File: src/rtl/abnormality_alarm_scheduler.sv
// Abnormality alarm scheduler.
// Each of the five raw flags is debounced by a saturating persistence counter.
// A qualified flag sets a sticky pending bit. A small FSM presents one pending
// alarm at a time, in fixed priority order, and escalates it if nobody
// acknowledges it in time.
//
// state      | meaning
// -----------+-----------------------------------------------------------
// IDLE       | no alarm shown; first cycle with pending latches a source,
//            | next cycle enters PRESENT
// PRESENT    | alarm shown at level 1, wait timer running
// ESCALATED  | alarm shown at level 2 with escalate, waiting for ack
// CLEAR      | one quiet cycle after an ack, then IDLE
module abnormality_alarm_scheduler #(
  parameter int PERSIST = 4,
  parameter int TIMEOUT = 16
) (
  input  logic       clock,
  input  logic       reset,
  input  logic [4:0] abnormalityVector,
  input  logic       ack,
  output logic       alarmValid,
  output logic [2:0] alarmCode,
  output logic [1:0] alarmLevel,
  output logic       escalate,
  output logic [4:0] pendingVector
);

  typedef enum logic [1:0] {
    ST_IDLE      = 2'd0,
    ST_PRESENT   = 2'd1,
    ST_ESCALATED = 2'd2,
    ST_CLEAR     = 2'd3
  } state_t;

  localparam logic [3:0] PERSIST_M1 = 4'(PERSIST - 1);
  localparam logic [7:0] TIMEOUT_M2 = 8'(TIMEOUT - 2);

  state_t          state_q;
  logic [2:0]      src_q;
  logic [7:0]      timer_q;
  logic            valid_q;
  logic [2:0]      code_q;
  logic [1:0]      level_q;
  logic            esc_q;

  logic [4:0][3:0] cnt_q, cnt_d;
  logic [4:0]      armed_q, armed_d;
  logic [4:0]      pending_q, pending_d;
  logic [4:0]      qual;
  logic [4:0]      clr_mask;
  logic            ack_live;

  // Highest-priority pending source as an alarm code:
  // fall > pressure > nervous > blood > temperature.
  function automatic logic [2:0] pick_src(input logic [4:0] p);
    if (p[2])      return 3'd3;
    else if (p[4]) return 3'd1;
    else if (p[0]) return 3'd5;
    else if (p[3]) return 3'd2;
    else if (p[1]) return 3'd4;
    else           return 3'd0;
  endfunction

  // Alarm code back to its pending-bit position.
  function automatic logic [4:0] code_mask(input logic [2:0] c);
    case (c)
      3'd1:    return 5'b10000;
      3'd2:    return 5'b01000;
      3'd3:    return 5'b00100;
      3'd4:    return 5'b00010;
      3'd5:    return 5'b00001;
      default: return 5'b00000;
    endcase
  endfunction

  // Persistence counters, arming, and pending set/clear. An ack-clear
  // beats a same-edge qualification of the presented source.
  always_comb begin
    ack_live = ack && (state_q == ST_PRESENT || state_q == ST_ESCALATED);
    clr_mask = ack_live ? code_mask(src_q) : 5'b00000;
    for (int i = 0; i < 5; i++) begin
      qual[i]    = abnormalityVector[i] && (cnt_q[i] == PERSIST_M1) && armed_q[i];
      cnt_d[i]   = abnormalityVector[i] ? ((cnt_q[i] == 4'hF) ? 4'hF : cnt_q[i] + 4'd1) : 4'd0;
      armed_d[i] = !abnormalityVector[i] || (armed_q[i] && !qual[i]);
    end
    pending_d = (pending_q | qual) & ~clr_mask;
  end

  // Source-side registers.
  always_ff @(posedge clock) begin
    if (reset) begin
      cnt_q     <= '0;
      armed_q   <= 5'b11111;
      pending_q <= 5'b00000;
    end else begin
      cnt_q     <= cnt_d;
      armed_q   <= armed_d;
      pending_q <= pending_d;
    end
  end

  // Presentation FSM with registered outputs; src_q != 0 in IDLE means a
  // source has been latched and PRESENT follows on the next edge.
  always_ff @(posedge clock) begin
    if (reset) begin
      state_q <= ST_IDLE;
      src_q   <= 3'd0;
      timer_q <= 8'd0;
      valid_q <= 1'b0;
      code_q  <= 3'd0;
      level_q <= 2'd0;
      esc_q   <= 1'b0;
    end else begin
      case (state_q)
        ST_IDLE: begin
          if (src_q != 3'd0) begin
            state_q <= ST_PRESENT;
            timer_q <= 8'd0;
            valid_q <= 1'b1;
            code_q  <= src_q;
            level_q <= 2'd1;
          end else if (pending_q != 5'b00000) begin
            src_q <= pick_src(pending_q);
          end
        end
        ST_PRESENT: begin
          if (ack) begin
            state_q <= ST_CLEAR;
            src_q   <= 3'd0;
            valid_q <= 1'b0;
            code_q  <= 3'd0;
            level_q <= 2'd0;
          end else begin
            timer_q <= timer_q + 8'd1;
            if (timer_q == TIMEOUT_M2) begin
              state_q <= ST_ESCALATED;
              level_q <= 2'd2;
              esc_q   <= 1'b1;
            end
          end
        end
        ST_ESCALATED: begin
          if (ack) begin
            state_q <= ST_CLEAR;
            src_q   <= 3'd0;
            valid_q <= 1'b0;
            code_q  <= 3'd0;
            level_q <= 2'd0;
            esc_q   <= 1'b0;
          end
        end
        default: begin
          state_q <= ST_IDLE;
        end
      endcase
    end
  end

  assign alarmValid    = valid_q;
  assign alarmCode     = code_q;
  assign alarmLevel    = level_q;
  assign escalate      = esc_q;
  assign pendingVector = pending_q;

endmodule

File: config.mk
export PLATFORM = sky130hd
export DESIGN_NAME = abnormality_alarm_scheduler
export DESIGN_NICKNAME = d
export VERILOG_FILES = /design/src/rtl/abnormality_alarm_scheduler.sv
export SDC_FILE = /design/constraint.sdc
export NUM_CORES = 1
export LEC_CHECK = 0
export CORE_ASPECT_RATIO = 0.8
export CORE_MARGIN = 2
export CORE_UTILIZATION = 55
export CTS_CLUSTER_DIAMETER = 100
export DETAILED_ROUTE_END_ITERATION = 7
export PLACE_DENSITY = 0.83
export SYNTH_ARGS = -nofsm -noshare
export SYNTH_HDL_FRONTEND = slang
export SYNTH_SLANG_ARGS = --single-unit
File: constraint.sdc
create_clock -name clock -period 2.3 [get_ports clock]
set_input_delay 0.23 -clock clock [delete_from_list [all_inputs] [get_ports clock]]
set_output_delay 0.23 -clock clock [all_outputs]
set_load 0.02 [all_outputs]
==> flow_summary.ini <==
[run_status]
outcome = finished, final reports clean

[logic_synthesis]
synth_edf_count = 0
avgSynthCellArea_um2 = 8.90
ys_ff_latch = 50
synthArstFlopShare_pct = 0
yosys_warnings = 0
synth_largest_area_cell = dfxtp_1
synth_area_mm2 = 0.00222
synth_area_leaders = dfxtp_1 (45%), ha_1 (6.2%), nor2_1 (4.6%)
synth.distinct_cells = 42
syn_inst = 249
syn-num-nets = 268
synth_flop_cell = dfxtp_1
netlist.area_leader.share_pct = 45.2
yosysSeqAreaShare_pct = 45.2

[sta]
post-route-min-period_ps = 2160
fin_crit_sh_pct = 93.9
hold_viol_final = 0
max-slew-margin-rel_pct = 76.6
finalSetupViolCount = 0
setup_tns_ps = 0
skew_ps = 5.22
max_freq_mhz = 463
rsz0062_at_grt = no
finalMaxSlewViolations = 0
worst_pin_slew_ps = 347

[worst_setup_path]
worst-path-buf-inv = 1
worstRegToRegCells = 6
crit_cells = 6
crit_type = flip-flop to flip-flop
rr_endpoint = timer_q[7]
path_cells = inv_1 -> ha_1 -> and2_1 -> or4_1 -> or4_1 -> nand2_1
cp_slowest_cell = or4_1
max_stage_delay_ps = 590
r2r-start = state_q[1]
cp_common_cell = or4_1
required_ps = 2540
cp_top_family = simple AND/OR/NAND/NOR gates
critPathCaptureType = flip-flop
worstPathMaxFanout = 6
arrival_ps = 2400
cp-start-kind = flip-flop
ff2ff_setup_slack_ps = 140

[global_route]
grt_max_degree = 18
antenna_found_initial = 0
grt_first_pass_wirelength_um = 7640
grt_overflow = 0
grt_pass1_vias = 1784
grtUsageTotal_pct = 21.8

[clock_network]
clk_latency_ps = 300
htree_levels = 2
ctsRootBufferMaster = clkbuf_8
clkSinkCount = 50
cts_tree = built
clk_path_buf_depth = 2
cts_hold_buf = 0
cts_buffers = 5
cts_setup_buffers = 0
clk_pin_slew_ps = 90
cts_resized = 0

[floorplanning]
die_area_mm2 = 0.00456
die_w_um = 75.0
core_area_mm2 = 0.00383
die_y_um = 60.8
fp-row-count = 20
initial_utilization_pct = 57.9
io_pins = 20

[job]
maxCapViolCount = 0

[pwr]
p_per_area_mw_per_mm2 = 855
ir_drop_uv = 567
power.leakage_nw = 0.948

[cells_and_area]
n_antenna_cell = 0
final_util_pct = 69.4
drive_gt1_share_pct = 7.53
layout.nets = 297
areaGrowthSynthToFinish_pct = 20.0

[min_path]
holdPathEnd = armed_q[1]
hp-start = armed_q[1]
hold_class = flip-flop to flip-flop
min_path_cells = 1

[detailed_routing]
ant_nets = 0
drtPass1Iterations = 4
totalWireLength_um = 4370
met1_length_um = 2150
drt_iter0_markers = 83
maxUsedRoutingLayer = met4
drcViolationCount = 0
vias_per_cell = 5.63
via_count = 1882
wl_met2_um = 1960
wl_met3_um = 241
wire_per_inst_um = 13.1

[placed_design]
routabilityCongestion = 0.797
io_buffer_count = 19
dp_hpwl_um = 3240
-- per-layer routing --
| layer | up-vias | track usage (%) |
|---|---|---|
| met4 | 0 | 7.65 |
| met3 | 2 | 5.32 |
| met5 | - | 0 |
| met1 | 865 | 29.0 |
| met2 | 45 | 34.8 |
| li1 | 970 | - |
-- worst max path at each step --
stage	start	to	slack [ps]
after global routing	state_q[1]	timer_q[6]	30
after global placement	state_q[1]	timer_q[7]	230
final	state_q[1]	timer_q[7]	140
after CTS	state_q[0]	alarmLevel[0]	140
after floorplan	state_q[0]	alarmLevel[0]	260
after detailed placement	state_q[0]	alarmLevel[0]	160
-- flip-flops by register name, indices dropped and copies added, names as in the netlist, 2 cells and up --
signal,flops
timer_q,8
src_q,3
alarmLevel,2
alarmCode,3
cnt_q,20
armed_q,5
pendingVector,5
state_q,2
-- through the flow --
stage	area, µm²	cells	power [mW]	setup slack (ps)	hold slack, ps
floorplan	2220	249	1.34	263	416
global placement	2520	326	1.52	234	433
detailed placement	2520	326	1.54	156	442
CTS	2660	334	2.29	142	462
global route	2660	334	2.40	28.0	489
finish	2660	334	2.27	141	457
-- Yosys cell counts (2+ instances only) --
library cell / n
mux2i_1: 3
a21o_1: 6
inv_1: 15
a21oi_1: 17
dfxtp_1: 50
o21ai_0: 6
nor4_1: 2
nand3_1: 14
nor3_1: 14
a22oi_1: 3
and3_1: 3
a31oi_1: 4
nor3b_1: 3
o211ai_1: 2
nand4_1: 2
a311oi_1: 6
xnor2_1: 3
nand2b_1: 9
a41oi_1: 4
or4_1: 3
a211oi_1: 4
nand2_1: 13
nor2b_1: 3
nor2_1: 27
ha_1: 11
o31ai_1: 2
or3_1: 2
clkbuf_1: 4
-- power breakdown --
part           total, mW  internal [mW]  leakage (nW)  switching, mW
Clock              0.747          0.464        0.0714          0.283
Sequential         0.975          0.918         0.405         0.0573
Combinational      0.551          0.257         0.472          0.294
Total               2.27           1.64         0.948          0.634
-- worst register-to-register path: stages (launching register included) --
cell and delay (ps):
dfxtp_1 380, inv_1 90, ha_1 260, and2_1 220, or4_1 600, or4_1 490
nand2_1 70
-- cells in the final DEF (no fill, tap or decap), types with 4 or more instances in the layout --
master / count
dfxtp_1: 50
nor2_1: 27
clkdlybuf4s50_1: 19
a21oi_1: 17
inv_1: 15
nor3_1: 14
nand3_1: 14
nand2_1: 13
ha_1: 11
nand2b_1: 9
buf_4: 8
a311oi_1: 6
o21ai_0: 6
a21o_1: 6
clkbuf_8: 6
a41oi_1: 4
a31oi_1: 4
a211oi_1: 4
-- area by class of cell --
cell class / count / area, µm²
inverters: 15 / 56.3
clock inverters: 2 / 60.1
multi-input cells: 179 / 1140
well taps: 55 / 68.8
repair buffers: 27 / 250
flip-flops and latches: 50 / 1000
fillers: 328 / 1170
clock buffers: 6 / 82.6
-- cells by family (layout without fill, tap and decap cells) --
family / after synthesis / after routing / share of synthesized area (%)
simple gates: 102 / 102 / 23.7
compound gates: 59 / 59 / 18.5
flops: 50 / 50 / 45.2
buf+inv: 20 / 50 / 3.39
fa+ha+maj: 11 / 11 / 6.21
mux: 4 / 4 / 1.86
xor+xnor: 3 / 3 / 1.19
Power figures use the tool's default switching activity.
